==> config.mk <==
export PLATFORM = sky130hd
export DESIGN_NAME = example_01_flat
export DESIGN_NICKNAME = d
export VERILOG_FILES = /design/src/rtl/example_01_if.sv /design/src/rtl/example_01.sv /design/src/flat_wrapper.sv
export SDC_FILE = /design/constraint.sdc
export NUM_CORES = 1
export LEC_CHECK = 0
export BUFFER_PORTS_ARGS = -buffer_cell sky130_fd_sc_hd__buf_2
export CELL_PAD_IN_SITES_DETAIL_PLACEMENT = 2
export CELL_PAD_IN_SITES_GLOBAL_PLACEMENT = 2
export CORE_MARGIN = 2
export CORE_UTILIZATION = 27
export CTS_BUF_LIST = sky130_fd_sc_hd__clkbuf_4
export CTS_CLUSTER_SIZE = 40
export DETAILED_ROUTE_END_ITERATION = 10
export PLACE_DENSITY_LB_ADDON = 0.1
export SKIP_LAST_GASP = 1
export SLEW_MARGIN = 20
export SYNTH_ARGS = -nofsm -noshare
export SYNTH_HDL_FRONTEND = slang
export SYNTH_SLANG_ARGS = --single-unit
==> constraint.sdc <==
create_clock -name clk -period 1.5 [get_ports clk]
set_clock_uncertainty 0.05 [all_clocks]
set_input_delay 0.15 -clock clk [delete_from_list [all_inputs] [get_ports clk]]
set_output_delay 0.15 -clock clk [all_outputs]
set_load 0.03 [all_outputs]
==> src/rtl/example_01_if.sv <==
// rtl/example_01_if.sv - operand, clear and decision-history bundle for example_01
interface example_01_if #(
    parameter int CNT_W = 8
);
    logic             A;
    logic             B;
    logic             C;
    logic             D;
    logic             E;
    logic             F;
    logic             clr;
    logic             Y;
    logic             y_q;
    logic             y_rise;
    logic             y_fall;
    logic [CNT_W-1:0] hit_cnt;
    logic             hit_sat;

    modport master (
        output A, B, C, D, E, F, clr,
        input  Y, y_q, y_rise, y_fall, hit_cnt, hit_sat
    );

    modport slave (
        input  A, B, C, D, E, F, clr,
        output Y, y_q, y_rise, y_fall, hit_cnt, hit_sat
    );
endinterface

==> src/rtl/example_01.sv <==
// rtl/example_01.sv - sum-of-products qualifier with registered edge pulses and saturating hit count
module example_01 #(
    parameter int CNT_W = 8
) (
    input  logic         clk,
    input  logic         rst,
    example_01_if.slave  bus
);
    logic             y;
    logic             y_q_r;
    logic             y_rise_r;
    logic             y_fall_r;
    logic [CNT_W-1:0] cnt_r;

    assign y = (bus.A & bus.B) | (~bus.C & bus.D) | (bus.E & ~bus.F);

    always_ff @(posedge clk or posedge rst) begin
        if (rst) begin
            y_q_r    <= 1'b0;
            y_rise_r <= 1'b0;
            y_fall_r <= 1'b0;
            cnt_r    <= '0;
        end else begin
            y_q_r <= y;
            // clr suppresses pulses and count but the y_q history still advances
            if (bus.clr) begin
                y_rise_r <= 1'b0;
                y_fall_r <= 1'b0;
                cnt_r    <= '0;
            end else begin
                y_rise_r <= y & ~y_q_r;
                y_fall_r <= ~y & y_q_r;
                if (y && (cnt_r != {CNT_W{1'b1}})) begin
                    cnt_r <= cnt_r + 1'b1;
                end
            end
        end
    end

    assign bus.Y       = y;
    assign bus.y_q     = y_q_r;
    assign bus.y_rise  = y_rise_r;
    assign bus.y_fall  = y_fall_r;
    assign bus.hit_cnt = cnt_r;
    assign bus.hit_sat = (cnt_r == {CNT_W{1'b1}});
endmodule

==> src/flat_wrapper.sv <==
// flat-port wrapper written by rule: the top's interface ports become plain ports
module example_01_flat 
#(
    parameter int CNT_W = 8
)
  (clk, rst, bus_A, bus_B, bus_C, bus_D, bus_E, bus_F, bus_clr, bus_Y, bus_y_q, bus_y_rise, bus_y_fall, bus_hit_cnt, bus_hit_sat);
  example_01_if #(.CNT_W(CNT_W)) bus_i ();
  input  logic clk;
  input  logic rst;
  input wire logic [$bits(bus_i.A)-1:0] bus_A;
  input wire logic [$bits(bus_i.B)-1:0] bus_B;
  input wire logic [$bits(bus_i.C)-1:0] bus_C;
  input wire logic [$bits(bus_i.D)-1:0] bus_D;
  input wire logic [$bits(bus_i.E)-1:0] bus_E;
  input wire logic [$bits(bus_i.F)-1:0] bus_F;
  input wire logic [$bits(bus_i.clr)-1:0] bus_clr;
  output wire logic [$bits(bus_i.Y)-1:0] bus_Y;
  output wire logic [$bits(bus_i.y_q)-1:0] bus_y_q;
  output wire logic [$bits(bus_i.y_rise)-1:0] bus_y_rise;
  output wire logic [$bits(bus_i.y_fall)-1:0] bus_y_fall;
  output wire logic [$bits(bus_i.hit_cnt)-1:0] bus_hit_cnt;
  output wire logic [$bits(bus_i.hit_sat)-1:0] bus_hit_sat;
  assign bus_i.A = bus_A;
  assign bus_i.B = bus_B;
  assign bus_i.C = bus_C;
  assign bus_i.D = bus_D;
  assign bus_i.E = bus_E;
  assign bus_i.F = bus_F;
  assign bus_i.clr = bus_clr;
  assign bus_Y = bus_i.Y;
  assign bus_y_q = bus_i.y_q;
  assign bus_y_rise = bus_i.y_rise;
  assign bus_y_fall = bus_i.y_fall;
  assign bus_hit_cnt = bus_i.hit_cnt;
  assign bus_hit_sat = bus_i.hit_sat;
  example_01 #(.CNT_W(CNT_W)) u_core (.clk(clk), .rst(rst), .bus(bus_i));
endmodule
==> results.toml <==
[power_and_ir_drop]
p_int_uw = 489
pwr-share-clk_pct = 33.2
p_leak_uw = 0.000385
p_sw_uw = 213
ir_drop_mv = 0.362
power_frac_comb_pct = 20.7
swShare_pct = 30.4
seqPwrFrac_pct = 46.1
powerDensity_mw_per_mm2 = 852

[clock_network]
clk_pin_slew_worst_paths_ns = 0.08
clkSinkCount = 11
cts-root-buf = "clkbuf_4"
clock_latency_ns = 0.28
cts_buffers = 3
cts_max_level = 1
cts_tree = "yes"
cts.path.max_buffers = 2

[run_status]
status = "complete, no violations"

[synthesis]
yosys.cell_types.count = 30
synth_fp_nets = 60
synthCells = 50
avgSynthCellArea_um2 = 11.6
synth_area_um2 = 581
yosysSeqAreaShare_pct = 47.4
ys_seq_elements = 11
ys_warn_count = 0

[final_layout]
syn_to_final_growth_pct = 42.0
drive_gt1_share_pct = 57.3
n_antenna_cell = 0
utilization_pct = 41.2
final_cell_mix = "buf_2 (20), buf_4 (7), dfrtp_2 (6)"
nNetsFinal = 93
final_common_cell = "buf_2"

[drt]
viasPerCell = 5.09
drc = 0
first_iter_violations = 6
vias = 555
wl_mm = 1.68
detail-route-antenna-nets = 0
wl_per_cell_um = 15.4
drt-pass1-iter-count = 4

[worst_setup_path]
ff2ff_path_depth = 4
regToRegSetupSlack_ns = 0.01
crit_required_ns = 1.62
worstSetupStartpoint = "u_core.bus.hit_cnt[0]$_DFFE_PP0P_"
path_class = "register to register"
critPathMaxFanout = 6
start_kind = "register"
endpoint_kind = "register"
timing.rr.start = "u_core.bus.hit_cnt[0]$_DFFE_PP0P_"
arrival_ns = 1.61
r2r_end = "u_core.bus.hit_cnt[0]$_DFFE_PP0P_"

[timing]
holdWs_ns = 0.147
hold_violations = 0
finalSetupTns_ns = 0
relSlewSlack_pct = 70.0
period_share_pct = 99.2
max_freq_mhz = 672
rsz0062_at_grt = "true"
worst_slew_pin_slew_ns = 0.449
setup_viol = 0
min_period_ns = 1.49
slew_violations = 0

[grt]
overflow = 0
grt_max_degree = 13
antenna_found_initial = 0
grtUsageTotal_pct = 14.3
grt_pass1_vias = 566
grt_pass1_wl_mm = 2.62
met1_usage_pct = 15.9
met3_usage_pct = 5.06
grt_util_met2_pct = 23.5
busiest_layer = "met2"

[run]
max-cap-violations = 0

[place]
dpl.hpwl_mm = 1.20
globalplace.congestion = 0.719
io_buffer_count = 21

[floorplan]
num_rows = 16
core_area_mm2 = 0.00200
die-area_mm2 = 0.00254
ioPinCount = 22
die_width_um = 50.4
start_util_pct = 29.0
die_h_um = 50.4

[worst_hold_path]
holdPathEnd = "u_core.bus.hit_cnt[3]$_DFFE_PP0P_"
worstHoldPathType = "input pin to register"
hold_start = "bus_clr"
hold_depth = 2
-- power by group through the flow --
stage	logic [uW]	registers, uW	clock network (uW)
CTS	147	325	241
detailed placement	143	331	0
global placement	144	329	0
finish	145	324	233
global route	156	327	248
floorplan	67.3	356	0
-- metrics by stage --
stage,total power (uW),area [um2],setup slack (ns),std cells
2_1_floorplan,423,601,-0.0541,50
3_3_place_gp,473,771,0.0612,103
3_5_place_dp,474,771,0.0342,103
4_1_cts,712,817,0.00750,108
5_1_grt,730,825,-0.0138,109
6_report,702,825,0.0119,109
-- kinds of logic after synthesis --
kind of cell / Yosys count / synth area share [%]
AOI/OAI and AO/OA: 11 / 15.9
adders and majority gates: 1 / 2.15
buffers and inverters: 4 / 4.74
DFF: 11 / 47.4
muxes: 2 / 4.31
and+or+nand+nor: 21 / 25.4
-- repair_timing --
action                                  4_1_cts  5_1_grt
resized for setup                             2        0
setup buffers                                 0        1
endpoints found under the setup margin        1        2
hold buffers                                  1        0
pin swaps                                     0        0
gates cloned                                  0        0
endpoints found under the hold margin        11        0
-- synthesized netlist by cell type (all sizes together) --
library cell | number | area share (%)
a211oi | 3 | 6.0
a21oi | 1 | 0.86
a311oi | 2 | 3.0
a31oi | 3 | 3.2
a41oi | 1 | 1.5
and2 | 2 | 2.4
and2b | 1 | 1.7
and3 | 1 | 1.1
and4 | 3 | 5.4
clkbuf | 1 | 2.4
dfrtp | 11 | 47
ha | 1 | 2.2
inv | 3 | 2.4
mux2 | 1 | 2.6
mux2i | 1 | 1.7
nand2 | 1 | 0.65
nand2b | 2 | 2.2
nand3 | 1 | 0.86
nor2 | 2 | 2.6
nor2b | 2 | 2.2
nor3 | 3 | 2.6
nor3b | 1 | 1.3
nor4 | 1 | 1.1
nor4b | 1 | 1.5
o21a | 1 | 1.3
-- worst max-delay path, stage by stage, from the launching register on --
cell and delay (ns):
dfrtp_2 0.45, ha_4 0.17, and4_4 0.20, nor2_4 0.19
mux2_4 0.32
-- metal layers --
layer  wire [um]  vias up
li1            -      255
met1         717      275
met2         805       21
met3         126        4
met4          25        0
met5           0        -
-- flip-flops by register name (all words and copies together), names as in the netlist --
name,count
u_core.bus.hit_cnt,8
u_core.bus.y_fall,1
u_core.bus.y_q,1
u_core.bus.y_rise,1
-- how the worst max path moves through the flow --
stage                                         to  slack [ns]  cells past startpoint
2_1_floorplan  u_core.bus.hit_cnt[0]$_DFFE_PP0P_       -0.05                      4
3_3_place_gp   u_core.bus.hit_cnt[0]$_DFFE_PP0P_        0.06                      4
3_5_place_dp   u_core.bus.hit_cnt[0]$_DFFE_PP0P_        0.03                      4
4_1_cts                              bus_hit_sat       0.008                      3
5_1_grt        u_core.bus.hit_cnt[0]$_DFFE_PP0P_       -0.01                      4
6_report       u_core.bus.hit_cnt[0]$_DFFE_PP0P_        0.01                      4
-- layout make-up --
| type | instances | area, um2 |
|---|---|---|
| clock buffers | 4 | 30.0 |
| repair buffers | 29 | 174 |
| fillers | 227 | 1180 |
| multi-input cells | 35 | 290 |
| well taps | 27 | 33.8 |
| inverters | 3 | 13.8 |
| flip-flops and latches | 11 | 283 |
Power figures use the tool's default switching activity.
